File: src/rtl/spi_bus_arbiter.sv
// Two-requester round-robin arbiter for the shared SPI flash pins.
// Owner pins are passed through registered; a CS-high gap separates owners,
// and a watchdog reclaims a lock that is held with no traffic.
module spi_bus_arbiter #(
    parameter int unsigned GAP_CYCLES = 4,
    parameter int unsigned TIMEOUT    = 4095
) (
    input  logic clk,
    input  logic IORST_n,
    input  logic req0,
    input  logic lock0,
    input  logic cs0_n,
    input  logic sclk0,
    input  logic mosi0,
    output logic gnt0,
    output logic miso0,
    input  logic req1,
    input  logic lock1,
    input  logic cs1_n,
    input  logic sclk1,
    input  logic mosi1,
    output logic gnt1,
    output logic miso1,
    output logic SPI_CLK,
    output logic SPI_CS_n,
    output logic SPI_MOSI,
    input  logic SPI_MISO,
    output logic busy,
    output logic timeout_err
);

    localparam int unsigned GapW = (GAP_CYCLES > 1) ? $clog2(GAP_CYCLES) : 1;
    localparam logic [GapW-1:0] GapLast = GapW'(GAP_CYCLES - 1);
    localparam logic [15:0] WdLast = 16'(TIMEOUT - 1);
    localparam logic WdEnable = (TIMEOUT != 0);

    typedef enum logic [1:0] {StIdle, StOwn0, StOwn1, StGap} state_e;

    state_e          state_q, state_d;
    logic            last_q, last_d;
    logic [GapW-1:0] gap_q, gap_d;
    logic [15:0]     wd_q, wd_d;
    logic            terr_q, terr_d;
    logic            cs_q, cs_d;
    logic            sclk_q, sclk_d;
    logic            mosi_q, mosi_d;

    // Owner's request-side signals, selected by the current owner state.
    logic own1;
    logic sel_req, sel_lock, sel_cs_n, sel_sclk, sel_mosi;
    logic idle_locked, rel_norm, rel_wd;

    assign own1     = (state_q == StOwn1);
    assign sel_req  = own1 ? req1  : req0;
    assign sel_lock = own1 ? lock1 : lock0;
    assign sel_cs_n = own1 ? cs1_n : cs0_n;
    assign sel_sclk = own1 ? sclk1 : sclk0;
    assign sel_mosi = own1 ? mosi1 : mosi0;

    assign idle_locked = !sel_req && sel_lock && sel_cs_n;
    assign rel_norm    = !sel_req && !sel_lock && sel_cs_n;
    assign rel_wd      = WdEnable && idle_locked && (wd_q == WdLast);

    // Next-state, pin pass-through, gap and watchdog counters.
    always_comb begin
        state_d = state_q;
        last_d  = last_q;
        gap_d   = gap_q;
        wd_d    = '0;
        terr_d  = 1'b0;
        cs_d    = 1'b1;
        sclk_d  = 1'b0;
        mosi_d  = 1'b0;
        unique case (state_q)
            StIdle: begin
                // last_q=1 means requester 1 released last, so 0 wins a tie.
                if (req0 && req1) begin
                    state_d = last_q ? StOwn0 : StOwn1;
                end else if (req0) begin
                    state_d = StOwn0;
                end else if (req1) begin
                    state_d = StOwn1;
                end
            end
            StOwn0, StOwn1: begin
                cs_d   = sel_cs_n;
                sclk_d = sel_sclk;
                mosi_d = sel_mosi;
                if (idle_locked) begin
                    wd_d = wd_q + 16'd1;
                end
                if (rel_norm || rel_wd) begin
                    state_d = StGap;
                    last_d  = own1;
                    gap_d   = GapLast;
                    wd_d    = '0;
                    terr_d  = rel_wd;
                    cs_d    = 1'b1;
                    sclk_d  = 1'b0;
                    mosi_d  = 1'b0;
                end
            end
            StGap: begin
                if (gap_q == '0) begin
                    state_d = StIdle;
                end else begin
                    gap_d = gap_q - GapW'(1);
                end
            end
            default: state_d = StIdle;
        endcase
    end

    // State and registered pins; reset forces CS high and drops grants at once.
    always_ff @(posedge clk or negedge IORST_n) begin
        if (!IORST_n) begin
            state_q <= StIdle;
            last_q  <= 1'b1;
            gap_q   <= '0;
            wd_q    <= '0;
            terr_q  <= 1'b0;
            cs_q    <= 1'b1;
            sclk_q  <= 1'b0;
            mosi_q  <= 1'b0;
        end else begin
            state_q <= state_d;
            last_q  <= last_d;
            gap_q   <= gap_d;
            wd_q    <= wd_d;
            terr_q  <= terr_d;
            cs_q    <= cs_d;
            sclk_q  <= sclk_d;
            mosi_q  <= mosi_d;
        end
    end

    assign gnt0        = (state_q == StOwn0);
    assign gnt1        = own1;
    assign busy        = (state_q != StIdle);
    assign timeout_err = terr_q;
    assign SPI_CS_n    = cs_q;
    assign SPI_CLK     = sclk_q;
    assign SPI_MOSI    = mosi_q;
    assign miso0       = gnt0 & SPI_MISO;
    assign miso1       = gnt1 & SPI_MISO;

endmodule

File: config.mk
export PLATFORM = sky130hd
export DESIGN_NAME = spi_bus_arbiter
export DESIGN_NICKNAME = d
export VERILOG_FILES = /design/src/rtl/spi_bus_arbiter.sv
export SDC_FILE = /design/constraint.sdc
export NUM_CORES = 1
export LEC_CHECK = 0
export ABC_AREA = 0
export CORE_MARGIN = 2
export CORE_UTILIZATION = 52
export CTS_CLUSTER_DIAMETER = 200
export DETAILED_ROUTE_END_ITERATION = 7
export HOLD_SLACK_MARGIN = 0.02
export PLACE_DENSITY = 0.79
export RECOVER_POWER = 100
export SLEW_MARGIN = 20
export SYNTH_ARGS = -nofsm -noshare
export SYNTH_HDL_FRONTEND = slang
export SYNTH_SLANG_ARGS = --single-unit
File: constraint.sdc
create_clock -name clk -period 2.69 [get_ports clk]
set_clock_uncertainty 0.1 [all_clocks]
set_input_delay 0.269 -clock clk [delete_from_list [all_inputs] [get_ports clk]]
set_output_delay 0.269 -clock clk [all_outputs]
set_load 0.05 [all_outputs]
* Word-level counts from Yosys, hierarchy flattened *
Cells that the tools add are included.

operators by class
  reduce and logical (&&, ||, !) cells = 17
  bitwise gates (word level) = 2
  muxes and demuxes = 25
  equality and inequality tests = 8
  $add $sub $neg = 2

operators by type and width
  operator                                           number
  two-way mux 16 bit                                 3
  adder 16 x 1 -> 16 bit (second input constant)     1
  == test 16 x 12 -> 1 bit (second input constant)   1
  two-way mux 2 bit                                  7
  two-way mux 1 bit                                  13
  logical AND 1 bit                                  6
  inequality test 2 bit (second input constant)      3
  one-hot mux 2 bit (3 select lines)                 1
  AND reduction 3 bit                                2
  == test 2 bit (second input constant)              2
  logical NOT 2 bit                                  2
  inequality test 4 bit (second input constant)      1
  one-hot mux 2 bit (2 select lines)                 1
  nonzero test 2 bit                                 2
  AND 1 bit                                          2
  == test 2 x 1 -> 1 bit (second input constant)     1
  logical NOT 1 bit                                  2
  AND reduction 2 bit                                1
  OR reduction 2 bit                                 1
  subtractor 2 x 1 -> 2 bit (second input constant)  1
  logical OR 1 bit                                   1

storage, ports and cells
  input bits = 13
  output and inout port bits = 9
  flip-flop bits (word level) = 25
  logic and storage cells = 62

* Depth between registers and ports, before layout *
  word-level depth = 9
  mapped depth = 8

* Worst setup path before layout *
No wires, ideal clock.

  kind = register -> register
  start point = register state_q[0]
  end point = register state_q[1]
  arrival = 2101 ps
  buffers on the path = 1
  slack = 368 ps
  stages on the path, launching flop included = 9
  cells stage by stage = dfrtp_1 > inv_1 > ha_1 > buf_6 > mux2i_1 > a211o_1 > o31ai_1 > nand2b_1 > o22a_1

between the ends
  longest elaborated chain between the ends = 9
  elaborated cells on any way between the ends = 21

RTL lines
  what                                    line    source
  from (decl)                             39      state_e state_q, state_d;
  from (signal assigned)                  117     state_q <= StIdle;
  from (signal assigned)                  126     state_q <= state_d;
  == test 2 bit *                         53      assign own1 = (state_q == StOwn1);
  net gnt1                                22      output logic gnt1,
  two-way mux 1 bit                       54      assign sel_req = own1 ? req1 : req0;
  logical NOT 1 bit                       60, 61
  logical AND 1 bit (2 in series)         60      assign idle_locked = !sel_req && sel_lock && sel_cs_n;
  logical AND 1 bit                       62      assign rel_wd = WdEnable && idle_locked && (wd_q == WdLast);
  logical OR 1 bit                        92      if (rel_norm || rel_wd) begin
  inequality test 2 bit (no source line)  --
  AND reduction 3 bit (no source line)    --

Mark *: on every way through the listed nets, which the timed path passes. The rest lies on a longest branch.
A chain may end at the register's enable or synchronous reset.

* Worst setup path in the final report *
  start point = register state_q[0]
  end point = output gnt1

between the ends
  longest elaborated chain between the ends = 1

RTL lines
  what           line
  == test 2 bit  53
  to (decl)      22

No other way between the ends.

==> run summary <==
The number of antenna violations at the first check in global routing is 0. The total routed wirelength came out at 2730 um. The post-synth net total is around 150. The number of standard cells after synthesis is 133. The share of power burned in the clock network came out at 0.117. Dividing the detail-routed wire length by the instance count gives 14.6 um. The number of flops mapped to enable cells by yosys is 0. The yosys synthesis warning count is 0. The final worst slack came out at around 0.19 ns. The starting density of the core is 0.549. The count of standard-cell rows is 18. The commonest cells after synthesis are sky130_fd_sc_hd__nor2_1, sky130_fd_sc_hd__dfrtp_1, sky130_fd_sc_hd__ha_1, sky130_fd_sc_hd__nand2_1, sky130_fd_sc_hd__xor2_1. From synthesis to final layout, the design area changed by 17.7%. Among all flip-flop cells after synthesis, the most frequent one is sky130_fd_sc_hd__dfrtp_1. The post-synthesis mux area share is 0.0374. The DRC violation count after routing is 0. The CTS buffer count came out at 3. The mean number of vias per cell is 5.55. The final layout contains between 150 and 200 nets. The maximum clock frequency is 400 MHz. STA classifies the critical path startpoint as a register. The class of the tightest hold or removal check is in2async. During I/O placement, the number of pins put on the boundary was 22. Detailed placement finished with a half-perimeter wire length of 2160 um. The maximum clock path buffer count came out at 2. The fill cell instance count of the final layout came out at 216.

The die span in y is 55.4 um. The share of synthesized area in the top cell type comes to 0.419. The area taken by multi-input logic gates is 687 um2. For the final routed database, the setup TNS stands at 0 ns.

For the pin with the worst max-slew slack, the measured transition is 0.744 ns. The kind of end point of the critical path is an output pin. The utilization after layout came out at 0.646.

In this run the worst path has a maximum fanout of 6. The total global routing track utilization is 0.198. Setup repair after global routing left no endpoint under its margin.

The proportion of power drawn by flip-flops and latches is 0.347. The most used standard cell by instance count after synthesis is sky130_fd_sc_hd__nor2_1. On the final layout, the worst hold slack is ~0.35 ns. Before antenna repair, the detailed router went through 4 iterations.

The total area inside the core boundary comes to 2500 um2. The global-route wire length before repair is a little under 5000 um. The time the final worst path needs with I/O delays and setup is 2.50 ns. The analysis attributes to cell leakage a power of 0.696 nW. The maximum number of pins on one net before global-route repair came out at 18. sky130_fd_sc_hd__dfrtp_1 takes more of the synthesized area than any other cell. The clock-pin slew on the worst setup and hold paths is 0.13 ns. For the worst setup path, the data arrival time is 2.13 ns.

The count of buffers from port buffering came out at 21. The global-route congestion overflow total came out at 0. The cell area power density came out at 863 nW/um2. After clock tree synthesis, the setup repair step added 0 buffers. The die boundary width is between 50 and 60 um. The count of antenna diodes in the layout came out at 0. The logic depth of the worst register-to-register path came out at 7. The per-instance average area after synthesis came out at approximately 10 um2. Of the total synthesized cell area, the portion taken by XOR and XNOR cells is 0.0893. The worst setup slack after placement came out at approximately 0.5 ns. The design draws 1.39 mW. The setup-violating endpoint count in the final report is 0. The synthesized design contains 25 register bits. The cell area that synthesis handed to floorplanning was roughly 1400 um2. The area of all placed cells without fillers is 1620 um2.

The number of global-route vias before repair is 1107. The setup path with the least slack is of type reg2out. The count of non-filler cells in the finished layout came out at 187. The net switching share of the total power is 0.449. The remaining antenna violation count after routing came out at 0.

The analysis attributes to net switching a power of approximately 630 uW. Of the cells placed in the final design, the portion with a size suffix greater than 1 is 0.0764. The tree is rooted in a sky130_fd_sc_hd__clkbuf_4.

The required arrival time at the worst endpoint came out at around 2.3 ns. The simple-gate share of the synthesized area came out at 0.222. Dividing the final minimum period by the clock period gives 0.930. The arithmetic-cell share of the synthesized area counting full adders, half adders and majority gates is 0.0729.

The number of clock sinks seen by CTS is 25. The internal power is about 770 uW. The die covers 3070 um2. At the later pin of the worst-skew pair, clock insertion delay measures 0.31 ns. TritonCTS built the clock tree. The area of all sequential standard cells is 628 um2.

Post-CTS repair changed the size of 0 cells. The complex-gate fraction of the synthesized area came out at 0.0930. The total count of max-transition violations in the final report came out at 0. The fraction of the yosys area taken by sequential cells came out at 0.458. The share of flip-flops with an asynchronous set or reset after synthesis is 1.00.

The routability-driven placement congestion ratio is 0.796. The run finished with clean final reports. The via count is 1037. The distinct cell type count after synthesis is 34.

The number of DRC markers after the initial detailed-route iteration came out at 17. The fraction of power consumed by combinational cells is 0.536. In the post-synthesis netlist, the biggest area contributors are sky130_fd_sc_hd__dfrtp_1, sky130_fd_sc_hd__ha_1, sky130_fd_sc_hd__nor2_1. The maximum VDD drop came out at around 0.00086 V. The H-tree depth reported by CTS is 1.

The worst-case headroom to the max-slew limit is 0.502. The number of endpoints with negative hold slack in the final report came out at 0. The cell total after placement came out at 183.

Across the run, the number of max-cap violations was 0. Buffers inserted to repair hold after CTS numbered 0. The instance area at placement came out at around 1600 um2. After synthesis, the largest family of logic cells by area is simple AND/OR/NAND/NOR gates.
-- placed cells by master (no fill, tap or decap), types with 2 or more instances in the layout --
cell,instances
sky130_fd_sc_hd__a21oi_1,4
sky130_fd_sc_hd__a31oi_1,2
sky130_fd_sc_hd__and2_1,3
sky130_fd_sc_hd__and4_1,3
sky130_fd_sc_hd__clkbuf_1,2
sky130_fd_sc_hd__clkbuf_4,3
sky130_fd_sc_hd__clkdlybuf4s50_1,11
sky130_fd_sc_hd__dfrtp_1,23
sky130_fd_sc_hd__dfstp_2,2
sky130_fd_sc_hd__dlygate4sd3_1,10
sky130_fd_sc_hd__ha_1,8
sky130_fd_sc_hd__inv_1,6
sky130_fd_sc_hd__mux2i_1,4
sky130_fd_sc_hd__nand2_1,8
sky130_fd_sc_hd__nand2b_1,2
sky130_fd_sc_hd__nand3_1,5
sky130_fd_sc_hd__nand4_1,4
sky130_fd_sc_hd__nor2_1,24
sky130_fd_sc_hd__nor2b_1,2
sky130_fd_sc_hd__nor3_1,2
sky130_fd_sc_hd__xnor2_1,6
sky130_fd_sc_hd__xor2_1,8
-- layout make-up --
cell class              instances  area share
clock buffers                   4      0.0163
inverters                       6      0.0139
multi-input cells             100       0.425
flip-flops and latches         25       0.389
well taps                      30      0.0232
repair buffers                 22       0.132
-- sequential cells by signal (all words and copies together) (netlist names) --
name	flops
SPI_CLK	1
SPI_CS_n	1
SPI_MOSI	1
gap_q	2
last_q	1
state_q	2
timeout_err	1
wd_q	16
-- path summary, 6_finish.rpt --
| path | startpoint | slack (ns) | to |
|---|---|---|---|
| worst max register to register | state_q[0] | 0.41 | state_q[0] |
| worst min-delay path | IORST_n | 0.35 | gap_q[1] |
| min in group clk | wd_q[0] | 0.41 | wd_q[0] |
| worst max-delay path | state_q[0] | 0.19 | gnt1 |
| max in group asynchronous | IORST_n | 1.29 | wd_q[4] |
| worst min register to register | wd_q[0] | 0.41 | wd_q[0] |
-- power by group through the flow --
stage / logic, mW / clock network (mW) / registers [mW]
finish: 0.748 / 0.163 / 0.484
global route: 0.811 / 0.188 / 0.492
CTS: 0.782 / 0.169 / 0.485
detailed placement: 0.778 / 0 / 0.492
global placement: 0.749 / 0 / 0.487
floorplan: 0.527 / 0 / 0.541
-- per-layer routing --
layer	vias up	track usage	part of all wire
met3	4	0.0304	0.029
li1	506	-	-
met5	-	0	0
met1	510	0.236	0.43
met2	17	0.345	0.53
met4	0	0.0941	0.015
-- logic make-up after synthesis --
| group | after synthesis |
|---|---|
| AOI/OAI and AO/OA | 14 |
| xor gates and xnor gates | 14 |
| adders and majority gates | 8 |
| buffers and inverters | 8 |
| DFF | 25 |
| muxes | 5 |
| and+or+nand+nor | 59 |
-- worst max-delay path, cell delays in order (launching register included) --
cell and delay [ns]:
sky130_fd_sc_hd__dfrtp_1 0.44, sky130_fd_sc_hd__inv_1 0.12, sky130_fd_sc_hd__ha_1 0.34, sky130_fd_sc_hd__dlygate4sd3_1 0.93
Power figures use the tool's default switching activity.
